**src/rtl/axis_arb_pkg.sv**
```systemverilog
`default_nettype none
// ============================================================================
//  Module      : axis_arb_pkg (package)
//  Description : Shared types and constants for the packet-atomic AXI-Stream
//                arbiter and its rotating-priority picker.
//                  cfg_e       - converter split mode carried on m_cfg
//                  arb_state_e - arbiter lock state
//                  PKT_CNT_W   - width of each optional per-source counter
//  Revision    : 1.0 - initial release
// ============================================================================
package axis_arb_pkg;

    typedef enum logic [1:0] {
        CFG_LSB = 2'd0,
        CFG_MSB = 2'd1,
        CFG_LE  = 2'd2,
        CFG_BE  = 2'd3
    } cfg_e;

    typedef enum logic {
        ARB_IDLE = 1'b0,
        ARB_LOCK = 1'b1
    } arb_state_e;

    localparam int PKT_CNT_W = 16;

endpackage : axis_arb_pkg
`default_nettype wire

```
**src/rtl/rr_pick.sv**
```systemverilog
`default_nettype none
// ============================================================================
//  Module      : rr_pick
//  Description : Combinational rotating-priority picker. Searches req starting
//                at ptr+1 and wrapping modulo N_SRC; the first set request wins.
//                Intended for reuse by any scheduler needing round-robin order.
//  Ports       : req [N_SRC]  request vector
//                ptr [ID_W]   index of the previous winner (lowest priority)
//                any          at least one request is set
//                idx [ID_W]   winning index (0 when any=0)
//  Revision    : 1.0 - initial release
// ============================================================================
module rr_pick
    import axis_arb_pkg::*;
#(
    parameter  int N_SRC = 4,
    localparam int ID_W  = $clog2(N_SRC)
) (
    input  logic [N_SRC-1:0] req,
    input  logic [ID_W-1:0]  ptr,
    output logic             any,
    output logic [ID_W-1:0]  idx
);

    // Walk the offsets from farthest to nearest so the nearest candidate
    // after ptr is the last to overwrite idx, giving it highest priority.
    always_comb begin
        logic [ID_W-1:0] w_pos;
        w_pos = '0;
        any   = |req;
        idx   = '0;
        for (int k = N_SRC; k >= 1; k--) begin
            w_pos = ID_W'((int'(ptr) + k) % N_SRC);
            if (req[w_pos]) begin
                idx = w_pos;
            end
        end
    end

endmodule : rr_pick
`default_nettype wire

```
**src/rtl/axis_pkt_arbiter.sv**
```systemverilog
`default_nettype none
// ============================================================================
//  Module      : axis_pkt_arbiter
//  Description : Packet-atomic round-robin arbiter in front of a shared
//                AXI-Stream width-converter/CDC input. One IDLE cycle picks a
//                winner and latches its converter mode; LOCK then passes the
//                granted source straight through until its last-beat handshake.
//  Ports       : clk, rst                 clock, synchronous active-high reset
//                src_cfg      [N_SRC*2]   per-source converter mode
//                s_axis_*                 N_SRC source streams (data/valid/last/ready)
//                m_axis_*                 stream towards the converter
//                m_cfg        [2]         mode latched at grant, stable per packet
//                grant_id     [ID_W]      current/last granted source
//                busy                     a packet is locked
//                pkt_cnt      [N_SRC*16]  per-source packet counters (optional)
//  Options     : AXIS_ARB_STATS_EN - adds pkt_cnt and its counters
//  Revision    : 1.0 - initial release
// ============================================================================
module axis_pkt_arbiter
    import axis_arb_pkg::*;
#(
    parameter  int N_SRC = 4,
    parameter  int WIDTH = 64,
    localparam int ID_W  = $clog2(N_SRC)
) (
    input  logic                   clk,
    input  logic                   rst,
    input  logic [N_SRC*2-1:0]     src_cfg,
    input  logic [N_SRC*WIDTH-1:0] s_axis_data,
    input  logic [N_SRC-1:0]       s_axis_valid,
    input  logic [N_SRC-1:0]       s_axis_last,
    output logic [N_SRC-1:0]       s_axis_ready,
    output logic [WIDTH-1:0]       m_axis_data,
    output logic                   m_axis_valid,
    output logic                   m_axis_last,
    input  logic                   m_axis_ready,
    output logic [1:0]             m_cfg,
    output logic [ID_W-1:0]        grant_id,
    output logic                   busy
`ifdef AXIS_ARB_STATS_EN
    ,
    output logic [N_SRC*PKT_CNT_W-1:0] pkt_cnt
`endif
);

    localparam logic [0:0]      c_st_idle  = ARB_IDLE;
    localparam logic [0:0]      c_st_lock  = ARB_LOCK;
    // Previous winner at reset is the top index, so source 0 wins first.
    localparam logic [ID_W-1:0] c_ptr_init = ID_W'(N_SRC - 1);

    logic [0:0]      r_state;
    logic [ID_W-1:0] r_ptr;
    logic [ID_W-1:0] r_grant;
    logic [1:0]      r_cfg;

    logic            w_any;
    logic [ID_W-1:0] w_win;
    logic            w_lock;
    logic            w_done;

    logic [WIDTH-1:0] w_src_data [N_SRC];
    logic [1:0]       w_src_cfg  [N_SRC];

    for (genvar i = 0; i < N_SRC; i++) begin : g_unpack
        assign w_src_data[i] = s_axis_data[i*WIDTH +: WIDTH];
        assign w_src_cfg[i]  = src_cfg[i*2 +: 2];
    end

    rr_pick #(
        .N_SRC (N_SRC)
    ) u_pick (
        .req (s_axis_valid),
        .ptr (r_ptr),
        .any (w_any),
        .idx (w_win)
    );

    assign w_lock   = (r_state == c_st_lock);
    assign busy     = w_lock;
    assign grant_id = r_grant;
    assign m_cfg    = r_cfg;

    // Pass-through while locked. m_axis_valid depends only on registered
    // state and source valid, never on m_axis_ready.
    always_comb begin
        m_axis_data  = '0;
        m_axis_valid = 1'b0;
        m_axis_last  = 1'b0;
        s_axis_ready = '0;
        if (w_lock) begin
            m_axis_data           = w_src_data[r_grant];
            m_axis_valid          = s_axis_valid[r_grant];
            m_axis_last           = s_axis_last[r_grant];
            s_axis_ready[r_grant] = m_axis_ready;
        end
    end

    assign w_done = w_lock & m_axis_valid & m_axis_ready & m_axis_last;

    always_ff @(posedge clk) begin
        if (rst) begin
            r_state <= c_st_idle;
            r_ptr   <= c_ptr_init;
            r_grant <= '0;
            r_cfg   <= '0;
        end else begin
            case (r_state)
                c_st_idle: begin
                    if (w_any) begin
                        r_state <= c_st_lock;
                        r_grant <= w_win;
                        r_cfg   <= w_src_cfg[w_win];
                    end
                end
                c_st_lock: begin
                    // Leaving through IDLE forces the one-cycle gap even
                    // when the same source has another packet waiting.
                    if (w_done) begin
                        r_state <= c_st_idle;
                        r_ptr   <= r_grant;
                    end
                end
                default: r_state <= c_st_idle;
            endcase
        end
    end

`ifdef AXIS_ARB_STATS_EN
    for (genvar i = 0; i < N_SRC; i++) begin : g_stats
        logic [PKT_CNT_W-1:0] r_cnt;
        always_ff @(posedge clk) begin
            if (rst) begin
                r_cnt <= '0;
            end else if (w_done && (r_grant == ID_W'(i))) begin
                r_cnt <= r_cnt + 1'b1;
            end
        end
        assign pkt_cnt[i*PKT_CNT_W +: PKT_CNT_W] = r_cnt;
    end
`endif

endmodule : axis_pkt_arbiter
`default_nettype wire
```
**config.mk**
```make
export PLATFORM = sky130hd
export DESIGN_NAME = axis_pkt_arbiter
export DESIGN_NICKNAME = d
export VERILOG_FILES = /design/src/rtl/axis_arb_pkg.sv /design/src/rtl/rr_pick.sv /design/src/rtl/axis_pkt_arbiter.sv
export SDC_FILE = /design/constraint.sdc
export NUM_CORES = 1
export LEC_CHECK = 0
export CORE_AREA = 2 2 137 139
export DETAILED_ROUTE_END_ITERATION = 16
export DIE_AREA = 0 0 139 141
export SYNTH_ARGS = -nofsm -noshare
export SYNTH_HDL_FRONTEND = slang
export SYNTH_SLANG_ARGS = --single-unit
```
**constraint.sdc**
```tcl
create_clock -name clk -period 2.2 [get_ports clk]
set_input_delay 0.66 -clock clk [delete_from_list [all_inputs] [get_ports clk]]
set_output_delay 0.66 -clock clk [all_outputs]
set_load 0.005 [all_outputs]
```
==> metrics.log, run 1 <==
[metrics] PortBufs: approximately 350
[metrics] clk sink count: 7
[metrics] final instance count without filler cells: about 810
[metrics] post-layout worst setup margin: -168 ps
[metrics] Die Y: ~140 microns
[metrics] fraction of the cycle the final worst path needs: 108%
[metrics] clock tree from TritonCTS: done
[metrics] wire length reported by the detailed router: roughly 16000 microns
[metrics] count of boundary I/O pins: 350
[metrics] endpoint class of the critical path: output port
[metrics] buffers plus inverters on the worst setup path: 3
[metrics] slowest CP cell: sky130_fd_sc_hd__mux4_2
[metrics] Max clock buf depth: 2
[metrics] primary flip-flop cell chosen by synthesis mapping: sky130_fd_sc_hd__dfxtp_1
[metrics] post-route clock skew: between 1.5 and 2 ps
[metrics] number of synthesized register bits: 7
[metrics] cell area power density: just under 300 mW/mm^2
[metrics] VDD IR max: about 0.00017 V
[metrics] Initial Util: about 13%
[metrics] RSZ-0062 raised after global routing: true
[metrics] top cell type's share of synthesized area: about three fifths
[metrics] via count of the first global-routing pass: between 3000 and 4000
[metrics] post-synthesis instance area: about 0.0024 sq mm
[metrics] met2 WL: 8000 microns
[metrics] Static Leakage: between 2 and 3 nW
[metrics] Internal Pwr Total: around 1.3 mW
[metrics] Nets: 850
[metrics] Synth Net Count: about 480
[metrics] logic depth of the worst setup path including buffers: 5
[metrics] instance area at placement: between 0.006 and 0.007 sq mm
[metrics] endpoints failing hold: 0
[metrics] antenna violations before repair: 4
[metrics] Switching Fraction: between 20 and 30%
[metrics] worst slew pin tran: ~290 ps
[metrics] latest clock arrival within the worst-skew pair: around 230 ps
[metrics] average routed wire per standard cell: slightly below 20 microns
[metrics] DRC viols: 0
[metrics] Layout area overhead: 161%
[metrics] share of power burned in registers: between 8 and 9%
[metrics] Worst Hold Path Cells: 2
[metrics] Placed Cells incl. Taps: slightly below 800
[metrics] most frequent cells after synthesis: 66 x sky130_fd_sc_hd__and2_1, 65 x sky130_fd_sc_hd__mux4_2, 12 x sky130_fd_sc_hd__clkbuf_1
[metrics] fraction of power consumed by combinational cells: about three quarters
[metrics] syn_area_per_cell: 11.7 sq um
[metrics] CTS root buf: sky130_fd_sc_hd__clkbuf_16
[metrics] clock network fraction of total power: about 17%
[metrics] post-place setup slack: -769 ps
[metrics] final design area excluding fillers: between 0.006 and 0.007 sq mm
[metrics] M1 wire length: 6690 microns
[metrics] leading post-synthesis cells by cell area: sky130_fd_sc_hd__mux4_2 60%, sky130_fd_sc_hd__and2_1 17%, sky130_fd_sc_hd__dfxtp_1 5.7%, sky130_fd_sc_hd__buf_2 1.8%, sky130_fd_sc_hd__clkbuf_1 1.8%
[metrics] critical path class: register to output port
[metrics] proportion of register bits with asynchronous set or reset after synthesis: 0%
[metrics] final period demand of the worst path: 2370 ps
[metrics] worst flop-to-flop path endpoint: r_ptr[0]$_SDFFE_PP1P_
[metrics] cell count after synthesis: roughly 210
[metrics] highest metal used: met5
[metrics] final-layout fill cell count: a little under 2000
[metrics] R2R depth: 8
[metrics] flop2flop setup slack: between 200 and 300 ps
[metrics] kind of cell adding the most delay to the critical path: multiplexers
[metrics] arrival time reported for the critical path endpoint: about 1700 ps
[metrics] via count: between 3000 and 4000
[metrics] required time reported for the critical path endpoint: 1540 ps
[metrics] failing checks: setup timing
[metrics] floorplan die area: around 0.020 sq mm
[metrics] number of pins with negative max-slew slack in the final report: 0
[metrics] Crit Path Max Fanout: 4
[metrics] total global-route track usage: about 15%
[metrics] number of routed nets with antenna violations: 0
[metrics] worst stage delay on the critical path: 530 ps
[metrics] number of distinct standard cells referenced by the synthesized netlist: 27
[metrics] number of cell rows: 50
[metrics] critical path, cell by cell: buf_12, buf_4, mux4_2, and2_1, buf_2
[metrics] class of the worst hold path: register to register
[metrics] critical path startpoint category: register
[metrics] maximum number of pins on one net before global-route repair: 38
[metrics] highest clock frequency the design can meet: around 420 MHz
[metrics] Detailed Routing Iterations Pass 1: 4
[metrics] core region area: approximately 0.018 sq mm
[metrics] HPWL Detailed: 13600 microns
[metrics] global-route wire length before repair: 23300 microns
[metrics] htree depth: 1
[metrics] RR Startpoint: grant_id[0]$_SDFFE_PP0P_
[metrics] DRC violation total after the first TritonRoute iteration: around 110
[metrics] routed vias/inst: between 4 and 5
[metrics] multi-input gate area in the final layout: 0.00230 sq mm
[metrics] Die Wd: roughly 140 microns
[metrics] fraction of layout instances using a drive strength above 1: 40.2%
[metrics] outcome: complete, but fails checks
[metrics] launch instance of the worst min-delay path: r_ptr[0]$_SDFFE_PP1P_
[metrics] Max transition margin: 80.7%
[metrics] count of maximum capacitance violations: 0
[metrics] CTS clk-pin slew, worst paths: around 30 ps
[metrics] sequential cell area: 149 sq um
[metrics] reported net switching power: ~0.54 mW
[metrics] gpl congestion: about 0.89
[metrics] # setup viols final: 66
[metrics] wire length on met3: ~1100 microns
[metrics] top-count cell post-synth: sky130_fd_sc_hd__and2_1
[metrics] aggregate global routing overflow: 0
[metrics] clock buffers created by TritonCTS: 3
[metrics] most area-hungry cell type in the Yosys netlist: sky130_fd_sc_hd__mux4_2
[metrics] number of enable flip-flop cells after synthesis: 0
[metrics] portion of the post-synthesis area used by sequential elements: 5.73%
[metrics] Worst Hold Endpoint: r_ptr[0]$_SDFFE_PP1P_
[metrics] number of warnings issued by yosys: 0
-- what timing repair did --
item | 4_1_cts | 5_1_grt
pin swaps | 60 | 3
cloned | 0 | 1
resized for setup | 639 | 33
endpoints found under the setup margin | 72 | 68
hold buffers | 0 | 0
setup buffers | 5 | 3
-- how the worst max path moves through the flow --
stage / startpoint / endpoint / slack (ps)
floorplan: grant_id[0]$_SDFFE_PP0P_ / m_axis_data[42] / 20
global placement: s_axis_valid[1] / m_axis_valid / -750
detailed placement: s_axis_valid[0] / m_axis_valid / -770
CTS: grant_id[0]$_SDFFE_PP0P_ / m_axis_data[59] / -190
global route: grant_id[0]$_SDFFE_PP0P_ / m_axis_data[19] / -210
finish: grant_id[0]$_SDFFE_PP0P_ / m_axis_data[19] / -170
-- worst register-to-register path, stage by stage, from the launching register on --
cell,delay (ps)
sky130_fd_sc_hd__dfxtp_4,390
sky130_fd_sc_hd__buf_8,140
sky130_fd_sc_hd__buf_6,100
sky130_fd_sc_hd__mux4_2,500
sky130_fd_sc_hd__buf_4,150
sky130_fd_sc_hd__buf_4,120
sky130_fd_sc_hd__nand4_1,150
sky130_fd_sc_hd__mux2i_1,200
sky130_fd_sc_hd__nand2_1,60
-- state kept, by name, summed over array words and instances, names as in the netlist --
name	count
busy	1
grant_id	2
m_cfg	2
r_ptr	2
-- power by group through the flow --
stage	Combinational (mW)	Clock [mW]	Sequential (mW)
finish	1.41	0.309	0.163
global route	1.51	0.321	0.165
detailed placement	1.45	0	0.169
CTS	1.35	0.312	0.165
global placement	1.43	0	0.169
floorplan	0.540	0	0.150
-- final cells by class --
class                           instances  share of cell area (%)
Clock buffer                            4                    1.23
Multi-Input combinational cell        175                    36.1
Antenna cell                            1                  0.0392
Sequential cell                         7                    2.33
Inverter                                3                   0.176
Tap cell                              234                    4.58
Timing Repair Buffer                  385                    55.6
-- per-layer routing --
metal | global-route usage [%] | up-vias
met3 | 3.67 | 22
met5 | 0 | -
met1 | 20.2 | 1728
met2 | 26.3 | 178
li1 | - | 1566
met4 | 2.60 | 2
-- kinds of logic (layout without fill, tap and decap cells) --
group / count (synthesis) / in the layout / synth area share [%]
buf+inv: 26 / 392 / 4.92
mux: 72 / 72 / 63.8
flops: 7 / 7 / 5.73
compound gates: 12 / 12 / 3.69
other cells: 0 / 1 / 0
simple gates: 91 / 91 / 21.9
-- placed cells by master, fill, tap and decap left out, types with 5 or more instances in the layout --
cell                              count
sky130_fd_sc_hd__and2_4              47
sky130_fd_sc_hd__mux4_2              66
sky130_fd_sc_hd__nor2_1               7
sky130_fd_sc_hd__a21oi_1              5
sky130_fd_sc_hd__and2_1              19
sky130_fd_sc_hd__dlygate4sd2_1      247
sky130_fd_sc_hd__buf_2               22
sky130_fd_sc_hd__clkdlybuf4s50_1     14
sky130_fd_sc_hd__buf_12               7
sky130_fd_sc_hd__buf_6               54
sky130_fd_sc_hd__clkdlybuf4s15_1     18
sky130_fd_sc_hd__nand2_1              5
sky130_fd_sc_hd__buf_4               18
-- stage by stage --
step	hold slack, ps	util, %	total power, mW	TNS [ps]
after floorplan	511	-	0.690	0
after global routing	604	35.0	1.99	-11300
final	570	35.0	1.88	-7510
after CTS	567	34.0	1.82	-9460
after detailed placement	557	35.1	1.62	-43280
after global placement	546	35.1	1.60	-42490
(Power assumes the default switching activity.)
==> run 2: changes to the inputs <==
--- a/config.mk
+++ b/config.mk
@@ -8,6 +8,7 @@
 export CORE_AREA = 2 2 137 139
 export DETAILED_ROUTE_END_ITERATION = 16
 export DIE_AREA = 0 0 139 141
+export HOLD_SLACK_MARGIN = 0.02
 export SYNTH_ARGS = -nofsm -noshare
 export SYNTH_HDL_FRONTEND = slang
 export SYNTH_SLANG_ARGS = --single-unit
==> results of run 2 <==
No change in the layout: final DEF, timing and power equal those of run 1.
